--- src/rtl/line_buf_ctrl_if.sv ---
// Pixel-stream and two-RAM line-buffer bus between line_buf_ctrl and its neighbours.
// master: the sequencer (consumes the stream, drives RAM controls and window info).
interface line_buf_ctrl_if #(
  parameter int ADDR_W = 11,
  parameter int DATA_W = 10
);
  logic              sof;
  logic              pix_valid;
  logic [DATA_W-1:0] pix_in;
  logic [DATA_W-1:0] datain;
  logic              rama_wren;
  logic              ramb_wren;
  logic              rama_rden;
  logic              ramb_rden;
  logic [ADDR_W-1:0] rama_wradd;
  logic [ADDR_W-1:0] ramb_wradd;
  logic [ADDR_W-1:0] rama_rdadd;
  logic [ADDR_W-1:0] ramb_rdadd;
  logic [DATA_W-1:0] pix_dly;
  logic              line_sel;
  logic              win_valid;
  logic [ADDR_W-1:0] x_pos;
  logic [15:0]       y_pos;
  logic              eof;
  logic              frame_err;

  modport master (
    input  sof, pix_valid, pix_in,
    output datain, rama_wren, ramb_wren, rama_rden, ramb_rden,
           rama_wradd, ramb_wradd, rama_rdadd, ramb_rdadd,
           pix_dly, line_sel, win_valid, x_pos, y_pos, eof, frame_err
  );

  modport slave (
    output sof, pix_valid, pix_in,
    input  datain, rama_wren, ramb_wren, rama_rden, ramb_rden,
           rama_wradd, ramb_wradd, rama_rdadd, ramb_rdadd,
           pix_dly, line_sel, win_valid, x_pos, y_pos, eof, frame_err
  );
endinterface

--- src/rtl/line_buf_ctrl.sv ---
// Address/enable sequencer for the ping-pong two-RAM line buffer feeding the 3x3 Sobel stage.
// Optional: define LB_BORDER_MASK_EN to drop win_valid on the first and last column.
module line_buf_ctrl #(
  parameter int LINE_WIDTH   = 1280,
  parameter int FRAME_HEIGHT = 1024,
  parameter int ADDR_W       = 11,
  parameter int DATA_W       = 10,
  parameter int RD_LAT       = 1
) (
  input  logic           clk,
  input  logic           rst,
  line_buf_ctrl_if.master lb
);

  localparam logic [ADDR_W-1:0] XMAX = ADDR_W'(LINE_WIDTH - 1);
  localparam logic [15:0]       YMAX = 16'(FRAME_HEIGHT - 1);

  if (LINE_WIDTH > (2 ** ADDR_W)) begin : g_bad_width
    $error("line_buf_ctrl: LINE_WIDTH exceeds 2**ADDR_W");
  end

  typedef enum logic [1:0] {IDLE, FILL, RUN} state_t;

  state_t            state_q, state_d;
  logic [ADDR_W-1:0] x_q, x_d;
  logic [15:0]       y_q, y_d;

  logic              restart, acc, last_px, win_now;
  logic [ADDR_W-1:0] cur_x;
  logic [15:0]       cur_y;

  logic              wren_a_q, wren_b_q, eof_q, ferr_q;
  logic [ADDR_W-1:0] wradd_q;

  logic [RD_LAT-1:0]             win_pipe, sel_pipe;
  logic [RD_LAT-1:0][DATA_W-1:0] pix_pipe;
  logic [RD_LAT-1:0][ADDR_W-1:0] x_pipe;
  logic [RD_LAT-1:0][15:0]       y_pipe;

  // Pixel acceptance and coordinates; a restart pixel is always (0,0) regardless of counters.
  always_comb begin
    restart = lb.sof & lb.pix_valid & ~rst;
    acc     = lb.pix_valid & ~rst & (restart | (state_q != IDLE));
    cur_x   = restart ? '0 : x_q;
    cur_y   = restart ? '0 : y_q;
    last_px = (cur_x == XMAX) && (cur_y == YMAX);
`ifdef LB_BORDER_MASK_EN
    win_now = (cur_y >= 16'd2) && (cur_x != '0) && (cur_x != XMAX);
`else
    win_now = (cur_y >= 16'd2);
`endif
  end

  always_comb begin
    state_d = state_q;
    x_d     = x_q;
    y_d     = y_q;
    if (acc) begin
      if (last_px) begin
        state_d = IDLE;
        x_d     = '0;
        y_d     = '0;
      end else if (cur_x == XMAX) begin
        x_d     = '0;
        y_d     = cur_y + 16'd1;
        state_d = (cur_y + 16'd1 >= 16'd2) ? RUN : FILL;
      end else begin
        x_d     = cur_x + 1'b1;
        y_d     = cur_y;
        state_d = (cur_y >= 16'd2) ? RUN : FILL;
      end
    end
  end

  always_ff @(posedge clk or posedge rst) begin
    if (rst) begin
      state_q <= IDLE;
      x_q     <= '0;
      y_q     <= '0;
    end else begin
      state_q <= state_d;
      x_q     <= x_d;
      y_q     <= y_d;
    end
  end

  // Writes lag reads by one cycle so the old row-(y-2) word is read before it is overwritten.
  always_ff @(posedge clk or posedge rst) begin
    if (rst) begin
      wren_a_q <= 1'b0;
      wren_b_q <= 1'b0;
      wradd_q  <= '0;
      eof_q    <= 1'b0;
      ferr_q   <= 1'b0;
      win_pipe <= '0;
      sel_pipe <= '0;
      pix_pipe <= '0;
      x_pipe   <= '0;
      y_pipe   <= '0;
    end else begin
      wren_a_q <= acc & ~cur_y[0];
      wren_b_q <= acc &  cur_y[0];
      if (acc) wradd_q <= cur_x;
      eof_q    <= acc & last_px;
      ferr_q   <= restart & (state_q != IDLE);
      for (int i = RD_LAT - 1; i > 0; i--) begin
        win_pipe[i] <= win_pipe[i-1];
        sel_pipe[i] <= sel_pipe[i-1];
        pix_pipe[i] <= pix_pipe[i-1];
        x_pipe[i]   <= x_pipe[i-1];
        y_pipe[i]   <= y_pipe[i-1];
      end
      win_pipe[0] <= acc & win_now;
      sel_pipe[0] <= acc & cur_y[0];
      pix_pipe[0] <= acc ? lb.pix_in : '0;
      x_pipe[0]   <= acc ? cur_x : '0;
      y_pipe[0]   <= acc ? cur_y : '0;
    end
  end

  // datain is a pass-through, but held at 0 during reset like every other output.
  assign lb.datain     = rst ? '0 : lb.pix_in;
  assign lb.rama_rden  = acc;
  assign lb.ramb_rden  = acc;
  assign lb.rama_rdadd = acc ? cur_x : '0;
  assign lb.ramb_rdadd = acc ? cur_x : '0;
  assign lb.rama_wren  = wren_a_q;
  assign lb.ramb_wren  = wren_b_q;
  assign lb.rama_wradd = wradd_q;
  assign lb.ramb_wradd = wradd_q;
  assign lb.pix_dly    = pix_pipe[RD_LAT-1];
  assign lb.line_sel   = sel_pipe[RD_LAT-1];
  assign lb.win_valid  = win_pipe[RD_LAT-1];
  assign lb.x_pos      = x_pipe[RD_LAT-1];
  assign lb.y_pos      = y_pipe[RD_LAT-1];
  assign lb.eof        = eof_q;
  assign lb.frame_err  = ferr_q;

endmodule

--- src/flat_wrapper.sv ---
// flat-port wrapper written by rule: the top's interface ports become plain ports
module line_buf_ctrl_flat 
#(
  parameter int LINE_WIDTH   = 1280,
  parameter int FRAME_HEIGHT = 1024,
  parameter int ADDR_W       = 11,
  parameter int DATA_W       = 10,
  parameter int RD_LAT       = 1
)
  (clk, rst, lb_sof, lb_pix_valid, lb_pix_in, lb_datain, lb_rama_wren, lb_ramb_wren, lb_rama_rden, lb_ramb_rden, lb_rama_wradd, lb_ramb_wradd, lb_rama_rdadd, lb_ramb_rdadd, lb_pix_dly, lb_line_sel, lb_win_valid, lb_x_pos, lb_y_pos, lb_eof, lb_frame_err);
  line_buf_ctrl_if #(.ADDR_W(ADDR_W), .DATA_W(DATA_W)) lb_i ();
  input  logic clk;
  input  logic rst;
  input wire logic [$bits(lb_i.sof)-1:0] lb_sof;
  input wire logic [$bits(lb_i.pix_valid)-1:0] lb_pix_valid;
  input wire logic [$bits(lb_i.pix_in)-1:0] lb_pix_in;
  output wire logic [$bits(lb_i.datain)-1:0] lb_datain;
  output wire logic [$bits(lb_i.rama_wren)-1:0] lb_rama_wren;
  output wire logic [$bits(lb_i.ramb_wren)-1:0] lb_ramb_wren;
  output wire logic [$bits(lb_i.rama_rden)-1:0] lb_rama_rden;
  output wire logic [$bits(lb_i.ramb_rden)-1:0] lb_ramb_rden;
  output wire logic [$bits(lb_i.rama_wradd)-1:0] lb_rama_wradd;
  output wire logic [$bits(lb_i.ramb_wradd)-1:0] lb_ramb_wradd;
  output wire logic [$bits(lb_i.rama_rdadd)-1:0] lb_rama_rdadd;
  output wire logic [$bits(lb_i.ramb_rdadd)-1:0] lb_ramb_rdadd;
  output wire logic [$bits(lb_i.pix_dly)-1:0] lb_pix_dly;
  output wire logic [$bits(lb_i.line_sel)-1:0] lb_line_sel;
  output wire logic [$bits(lb_i.win_valid)-1:0] lb_win_valid;
  output wire logic [$bits(lb_i.x_pos)-1:0] lb_x_pos;
  output wire logic [$bits(lb_i.y_pos)-1:0] lb_y_pos;
  output wire logic [$bits(lb_i.eof)-1:0] lb_eof;
  output wire logic [$bits(lb_i.frame_err)-1:0] lb_frame_err;
  assign lb_i.sof = lb_sof;
  assign lb_i.pix_valid = lb_pix_valid;
  assign lb_i.pix_in = lb_pix_in;
  assign lb_datain = lb_i.datain;
  assign lb_rama_wren = lb_i.rama_wren;
  assign lb_ramb_wren = lb_i.ramb_wren;
  assign lb_rama_rden = lb_i.rama_rden;
  assign lb_ramb_rden = lb_i.ramb_rden;
  assign lb_rama_wradd = lb_i.rama_wradd;
  assign lb_ramb_wradd = lb_i.ramb_wradd;
  assign lb_rama_rdadd = lb_i.rama_rdadd;
  assign lb_ramb_rdadd = lb_i.ramb_rdadd;
  assign lb_pix_dly = lb_i.pix_dly;
  assign lb_line_sel = lb_i.line_sel;
  assign lb_win_valid = lb_i.win_valid;
  assign lb_x_pos = lb_i.x_pos;
  assign lb_y_pos = lb_i.y_pos;
  assign lb_eof = lb_i.eof;
  assign lb_frame_err = lb_i.frame_err;
  line_buf_ctrl #(.LINE_WIDTH(LINE_WIDTH), .FRAME_HEIGHT(FRAME_HEIGHT), .ADDR_W(ADDR_W), .DATA_W(DATA_W), .RD_LAT(RD_LAT)) u_core (.clk(clk), .rst(rst), .lb(lb_i));
endmodule
--- config.mk ---
export PLATFORM = sky130hd
export DESIGN_NAME = line_buf_ctrl_flat
export DESIGN_NICKNAME = d
export VERILOG_FILES = /design/src/rtl/line_buf_ctrl_if.sv /design/src/rtl/line_buf_ctrl.sv /design/src/flat_wrapper.sv
export SDC_FILE = /design/constraint.sdc
export NUM_CORES = 1
export LEC_CHECK = 0
export ABC_AREA = 1
export BUFFER_PORTS_ARGS = -buffer_cell sky130_fd_sc_hd__clkbuf_2
export CORE_AREA = 2 2 115 72
export CTS_BUF_LIST = sky130_fd_sc_hd__clkbuf_2
export CTS_CLUSTER_SIZE = 24
export DETAILED_ROUTE_END_ITERATION = 8
export DIE_AREA = 0 0 117 74
export MAX_ROUTING_LAYER = met4
export PLACE_DENSITY = 0.81
export SETUP_SLACK_MARGIN = 0.3
export SYNTH_ARGS = -nofsm -noshare
export SYNTH_HDL_FRONTEND = slang
export SYNTH_SLANG_ARGS = --single-unit
--- constraint.sdc ---
create_clock -name clk -period 3.29 [get_ports clk]
set_input_delay 0.1645 -clock clk [delete_from_list [all_inputs] [get_ports clk]]
set_output_delay 0.1645 -clock clk [all_outputs]
set_load 0.005 [all_outputs]
* After elaboration in Yosys (flattened, before gate mapping)
Cells that the tools add are included.
** Word-level totals
- Flip-flop bits (word level) :: 82
- Latch bits :: 0
- RAM bits :: 0
- Bits in read-only memories :: 0
- Bits of input ports :: 14
- Output and inout bits :: 99
- Word-level logic and storage cells :: 46
- Memories :: 0
** Operators by class
- Add/subtract/negate cells :: 2
- $mul :: 0
- Div/mod/pow operators :: 0
- Magnitude comparators :: 2
- Eq/ne operators :: 2
- Shift-type cells :: 0
- Multiplexer cells :: 14
- Bitwise logic cells :: 12
- Reductions and logical operators :: 2
** Operators by type and width (count)
- 16-bit 2-to-1 mux :: 4
- 11-bit 2-to-1 mux :: 4
- 16-bit by 2-bit >= comparator with 1-bit output, second input constant :: 2
- 10-bit 2-to-1 mux :: 2
- 16-bit by 1-bit adder with 16-bit output, second input constant :: 1
- 16-bit by 10-bit == test with 1-bit output, second input constant :: 1
- 11-bit by 1-bit adder with 11-bit output, second input constant :: 1
- 11-bit == test, second input constant :: 1
- 1-bit bitwise AND :: 9
- 2-bit 2-to-1 mux :: 4
- 1-bit NOT :: 2
- 2-bit nonzero test :: 1
- 1-bit logical AND :: 1
- 1-bit bitwise OR :: 1

* Longest topological paths before layout
- Depth after elaboration :: 8
- Depth in mapped cells :: 17

* Worst setup path before layout
No wires, ideal clock.
- Path type :: input to register
- Start :: input rst
- End :: register u_core.y_q[12]
- Setup time :: 0.127 ns
- Data arrival time :: 2.770 ns
- Data required time :: 3.163 ns
- Setup slack :: 0.394 ns
- Stages on the path :: 13
- Buffers on the path :: 4
- Cell sequence :: inv_2 > nand3_2 > buf_6 > buf_2 > nand2_1 > inv_1 > ha_1 > nand4_2 > inv_2 > buf_4 > buf_6 > o211ai_1 > o21ai_1
** On the way
- Word-level cells in the longest chain between the ends :: 6
- Elaborated cells between the ends (all ways) :: 13
- Classes of those cells :: 1 x add/sub; 2 x eq/ne; 4 x mux; 5 x bitwise; 1 x reduce/logical
** Ends and longest elaborated chain
- from (decl) :: RTL line flat_wrapper.sv:13 : input logic rst;
- 1-bit NOT (*) :: RTL line line_buf_ctrl.sv:42 : restart = lb.sof & lb.pix_valid & ~rst;
- 1-bit bitwise AND (*) :: RTL line line_buf_ctrl.sv:42
- 11-bit 2-to-1 mux (*) :: RTL line line_buf_ctrl.sv:44 : cur_x = restart ? '0 : x_q;
- named net u_core.cur_x[0] :: RTL line line_buf_ctrl.sv:29 : logic [ADDR_W-1:0] cur_x;
- 11-bit == test (*) :: RTL line line_buf_ctrl.sv:46, line_buf_ctrl.sv:63
- 16-bit 2-to-1 mux or 1-bit logical AND (tied branches) :: RTL line line_buf_ctrl.sv:63, line_buf_ctrl.sv:46
- 16-bit 2-to-1 mux (*) :: RTL line line_buf_ctrl.sv:59 : if (last_px) begin
- to (signal assigned) :: RTL line line_buf_ctrl.sv:83 : y_q <= y_d;
- to (decl) :: RTL line line_buf_ctrl.sv:26 : logic [15:0] y_q, y_d;
The timed path passes the listed nets; every way through them passes the cells marked *.
A chain may end at the register's enable or synchronous reset.

* Final worst setup path
- Start :: register u_core.state_q[1]
- End :: output lb_rama_rdadd[1]
** On the way
- Word-level cells in the longest chain between the ends :: 4
** Ends and longest elaborated chain
- from (decl) :: RTL line line_buf_ctrl.sv:24 : state_t state_q, state_d;
- from (signal assigned) :: RTL line line_buf_ctrl.sv:81 : state_q <= state_d;
- 2-bit nonzero test :: RTL line line_buf_ctrl.sv:43 : acc = lb.pix_valid & ~rst & (restart | (state_q != IDLE));
- 1-bit bitwise OR :: RTL line line_buf_ctrl.sv:43
- 1-bit bitwise AND :: RTL line line_buf_ctrl.sv:43
- 11-bit 2-to-1 mux :: RTL line line_buf_ctrl.sv:125 : assign lb.rama_rdadd = acc ? cur_x : '0;
- to (decl) :: RTL line flat_wrapper.sv:24 : output wire logic [$bits(lb_i.rama_rdadd)-1:0] lb_rama_rdadd;
No other way between the ends.

==> impl_summary.txt <==
----------------------------------------------------
[Place]
  Estimated wirelength of the detail-placed design ... 7320 um
  Routability congestion estimate ... 0.958
  # port buffers ... 112

[STA]
  Number of max-slew violations in the final report ... 0
  Final setup vio count ... 0
  Time the final worst path needs with I/O delays and setup ... 2.55 ns
  Worst slew pin tran ... 1.02 ns
  Slew headroom ... 0.322
  Setup repair after global routing missed its margin ... no
  Period utilisation layout ... 0.776
  Worst setup skew after layout ... 0.0187 ns
  Maximum frequency from static timing analysis ... 0.392 GHz
  Total Negative Setup Slacks ... 0 ns
  Number of hold violations in the final report ... 0

[Floorplanning]
  Core area ... 7660 sq um
  Floorplan die height ... 74 um
  Initial core utilization ... 0.524
  Number of top-level pins ... 113
  Die area ... 8660 sq um
  Horiz. Die Dim ... 117 um
  Floorplan row count ... 25

[Synthesis]
  Proportion of netlist area held by the largest area contributor ... 0.505
  Part of the Yosys area used for sequential elements ... 0.505
  Avg Inst Size Synth ... 8.13 sq um
  Distinct cell type count after synthesis ... 31
  Flip-flop and latch count after synthesis ... 81
  Synthesized instance count ... 494
  Area of the mapped netlist ... 4020 sq um
  Total nets after synthesis ... 512
  Count of synthesis-stage warnings from yosys ... 0
  Library cell with the largest summed area after synthesis ... sky130_fd_sc_hd__dfrtp_1
  Leading post-synthesis cells by cell area ... sky130_fd_sc_hd__dfrtp_1 (50%), sky130_fd_sc_hd__nand2_1 (9.2%), sky130_fd_sc_hd__nor2_1 (8.5%)

[Finish]
  Fraction of layout cells with a size suffix above 1 ... 0.260
  Post-layout util ... 0.615
  Fillcell total ... 681
  Layout Area Growth over Synthesis ... 17.4%
  Layout Nets ... 612
  N_diodes ... 0

[Detailed routing]
  Final antenna-violating net count ... 0
  Per-cell routed wire length ... 14.5 um
  Remaining DRCs ... 0
  Routed Wire Length ... 10300 um
  Detailed Routing Iterations Pass 1 ... 5
  Met3 WL post-DR ... 761 um
  DRT met1 WL ... 5000 um
  Detailed Route Iter0 Violations ... 345
  Total number of vias ... 3651
  Average via count per standard cell ... 5.16
  Topmost layer with routed signal wires ... met4
  Met2 Wirelength ... 4430 um

[Min path]
  Worst hold-check path type ... in2async

[Critical path]
  Count of buffer and inverter cells on the critical path ... 3
  Critical path required time ... 3.13 ns
  Data arrival at the endpoint of the critical path ... 2.39 ns
  Kind of start point of the critical path ... register
  Most frequent CP cell ... sky130_fd_sc_hd__nor2_1
  Series of cell instances along the critical path ... nor2_1 -> nor2_1 -> inv_1 -> buf_4 -> nor2_1 -> clkbuf_2
  Cell type group with the largest total delay on the critical path ... simple AND/OR/NAND/NOR gates
  Critical path capture point type ... output pin
  Top fanout value on the critical path ... 29
  Slowest CP cell ... sky130_fd_sc_hd__nor2_1
  Delay of the slowest cell on the worst path ... 0.56 ns
  Critical path class ... reg2out

[Global route]
  Pin count of the biggest net entering global routing ... 82
  Number of global-route vias before repair ... 3258
  Overall Global Routing Usage ... 0.256
  First-pass GRT wire length ... 16100 um
  Initial antenna violation count ... 0
  Overflow after GRT ... 0

[Clock network]
  Clock sink count ... 81
  Clock tree from TritonCTS ... yes
  Number of resized instances in the post-cts repair step ... 0
  Root cell of the clock tree ... sky130_fd_sc_hd__clkbuf_2
  Clock transition at path regs ... 0.22 ns
  Buffers from clock root to sink, at most ... 2
  Htree depth ... 3
  Clock network latency to the later pin of the worst-skew pair ... 0.57 ns
  Num CTS Buffers ... 9

[Run]
  # Max-Cap Violations ... 0

[Power and ir drop]
  Leakage power summed over all cells ... 2.55 nW
  Pwr/cell area ... 639 nW/um^2
  Total power of the final layout ... 3.01 mW
  Peak VDD IR ... 349 uV

[Status]
  Run status ... finished clean

----------------------------------------------------
[layer usage]
layer  vias up  track usage
li1       1753            -
met1      1726        0.369
met2       163        0.369
met3         9       0.0595
met4         0       0.0641
met5         -            -
[worst reg2reg max path, cell delays in order (launching register included)]
cell and delay, ns:
sky130_fd_sc_hd__dfrtp_1 0.43, sky130_fd_sc_hd__inv_1 0.08, sky130_fd_sc_hd__nor2_1 0.29, sky130_fd_sc_hd__ha_1 0.25, sky130_fd_sc_hd__nand2_1 0.05, sky130_fd_sc_hd__nand3b_1 0.27
sky130_fd_sc_hd__inv_2 0.16, sky130_fd_sc_hd__nand3_1 0.12, sky130_fd_sc_hd__nor3_2 0.13, sky130_fd_sc_hd__nand2_1 0.12, sky130_fd_sc_hd__nand2_4 0.15, sky130_fd_sc_hd__inv_2 0.09
sky130_fd_sc_hd__o211ai_1 0.08, sky130_fd_sc_hd__o21ai_1 0.09
[through the flow]
| stage | instances | setup slack [ns] | hold WS (ns) | cell area, sq um |
|---|---|---|---|---|
| floorplan | 494 | 0.394 | 0.294 | 4020 |
| global placement | 680 | 0.935 | 0.383 | 4500 |
| detailed placement | 680 | 0.852 | 0.394 | 4500 |
| CTS | 707 | 0.686 | 0.0673 | 4720 |
| global route | 707 | 0.525 | 0.123 | 4720 |
| finish | 707 | 0.736 | 0.0726 | 4720 |
[worst paths after layout]
path / from / end / slack (ns) / cells past startpoint
setup / recovery: u_core.state_q[1]$_DFFE_PP0P_ / lb_rama_rdadd[1] / 0.74 / 6
hold / removal: rst / u_core.x_q[9]$_DFFE_PP0P_ / 0.07 / 3
setup reg to reg: u_core.y_q[0]$_DFFE_PP0P_ / u_core.y_q[14]$_DFFE_PP0P_ / 0.86 / 13
hold reg to reg: u_core.state_q[1]$_DFFE_PP0P_ / u_core.state_q[1]$_DFFE_PP0P_ / 0.52 / 2
max in group asynchronous: rst / u_core.lb.x_pos[6]$_DFF_PP0_ / 2.55 / 3
min in group clk: lb_sof / u_core.lb.x_pos[9]$_DFF_PP0_ / 0.12 / 4
[sequential cells by signal, summed over array words and instances (netlist names)]
register / count
u_core.lb.rama_wradd: 11
u_core.lb.win_valid: 1
u_core.lb.eof: 1
u_core.lb.frame_err: 1
u_core.state_q: 2
u_core.lb.rama_wren: 1
u_core.lb.pix_dly: 10
u_core.lb.x_pos: 11
u_core.x_q: 11
u_core.y_q: 16
u_core.lb.y_pos: 16
[kinds of logic (layout without fill, tap and decap cells)]
group,Yosys count,after routing,share of synthesized area
adder cells (fa/ha/maj),4,4,0.0125
AND/OR/NAND/NOR,244,244,0.263
flip-flops,81,81,0.505
buffers and inverters,98,203,0.123
XOR/XNOR,6,6,0.0131
AO/OA/AOI/OAI,61,61,0.0832
[cells in the mapped netlist]
| cell type | count |
|---|---|
| sky130_fd_sc_hd__inv_1 | 47 |
| sky130_fd_sc_hd__o21ai_1 | 15 |
| sky130_fd_sc_hd__o22ai_1 | 12 |
| sky130_fd_sc_hd__clkinv_1 | 2 |
| sky130_fd_sc_hd__xor2_1 | 5 |
| sky130_fd_sc_hd__dfrtp_1 | 81 |
| sky130_fd_sc_hd__or2_2 | 1 |
| sky130_fd_sc_hd__ha_1 | 4 |
| sky130_fd_sc_hd__nand2_4 | 1 |
| sky130_fd_sc_hd__nand3b_1 | 2 |
| sky130_fd_sc_hd__nor2_2 | 4 |
| sky130_fd_sc_hd__o21ai_0 | 23 |
| sky130_fd_sc_hd__nor3_2 | 1 |
| sky130_fd_sc_hd__o32ai_1 | 1 |
| sky130_fd_sc_hd__nand4_1 | 9 |
| sky130_fd_sc_hd__nor2_4 | 1 |
| sky130_fd_sc_hd__nand4_2 | 3 |
| sky130_fd_sc_hd__nor3_1 | 1 |
| sky130_fd_sc_hd__buf_2 | 3 |
| sky130_fd_sc_hd__o211ai_1 | 4 |
| sky130_fd_sc_hd__nand3_1 | 29 |
| sky130_fd_sc_hd__a21oi_1 | 6 |
| sky130_fd_sc_hd__nor4_1 | 1 |
| sky130_fd_sc_hd__nand2_1 | 98 |
| sky130_fd_sc_hd__nand3_2 | 2 |
| sky130_fd_sc_hd__nor2_1 | 91 |
| sky130_fd_sc_hd__buf_6 | 3 |
| sky130_fd_sc_hd__clkbuf_1 | 9 |
| sky130_fd_sc_hd__inv_2 | 7 |
| sky130_fd_sc_hd__xnor2_1 | 1 |
| sky130_fd_sc_hd__buf_4 | 27 |
[repair_timing]
item,CTS,global route
setup endpoints to repair,0,0
buffers inserted,0,0
hold endpoints to repair,12,0
hold buffers,11,0
[where the power goes]
part	switching (mW)	internal, mW
clock network	0.349	0.173
registers	0.145	1.20
logic	0.737	0.410
[cell usage in the layout, fill, tap and decap left out]
cell type | Yosys | routed
sky130_fd_sc_hd__nor3_2 | 1 | 1
sky130_fd_sc_hd__clkbuf_2 | 0 | 122
sky130_fd_sc_hd__bufinv_16 | 0 | 1
sky130_fd_sc_hd__a21oi_1 | 6 | 6
sky130_fd_sc_hd__o211ai_1 | 4 | 4
sky130_fd_sc_hd__clkinv_1 | 2 | 3
sky130_fd_sc_hd__clkinvlp_4 | 0 | 2
sky130_fd_sc_hd__nor3_1 | 1 | 1
sky130_fd_sc_hd__nor2_1 | 91 | 90
sky130_fd_sc_hd__nand3_1 | 29 | 29
sky130_fd_sc_hd__nand2_4 | 1 | 1
sky130_fd_sc_hd__xnor2_1 | 1 | 1
sky130_fd_sc_hd__nand3_2 | 2 | 2
sky130_fd_sc_hd__clkinv_2 | 0 | 3
sky130_fd_sc_hd__nand2_1 | 98 | 98
sky130_fd_sc_hd__nor4_1 | 1 | 1
sky130_fd_sc_hd__nor2_4 | 1 | 2
sky130_fd_sc_hd__o22ai_1 | 12 | 12
sky130_fd_sc_hd__dlygate4sd3_1 | 0 | 11
sky130_fd_sc_hd__o21ai_1 | 15 | 15
sky130_fd_sc_hd__o21ai_0 | 23 | 23
sky130_fd_sc_hd__o32ai_1 | 1 | 1
sky130_fd_sc_hd__inv_1 | 47 | 47
sky130_fd_sc_hd__or2_2 | 1 | 1
sky130_fd_sc_hd__dfrtp_1 | 81 | 81
sky130_fd_sc_hd__nand4_1 | 9 | 9
sky130_fd_sc_hd__nand3b_1 | 2 | 2
sky130_fd_sc_hd__inv_2 | 7 | 6
sky130_fd_sc_hd__buf_4 | 27 | 8
sky130_fd_sc_hd__ha_1 | 4 | 4
sky130_fd_sc_hd__nand4_2 | 3 | 3
sky130_fd_sc_hd__nor2_2 | 4 | 4
sky130_fd_sc_hd__xor2_1 | 5 | 5
[area by class of cell]
cell class	instances	area (sq um)	share of cell area
tap	108	135	0.0287
inverter	56	211	0.0448
clock buffer	10	50.0	0.0106
timing repair buffer	131	731	0.155
clock inverter	6	58.8	0.0125
sequential	81	2030	0.430
multi-input combinational	315	1500	0.319
(Power assumes the default switching activity.)
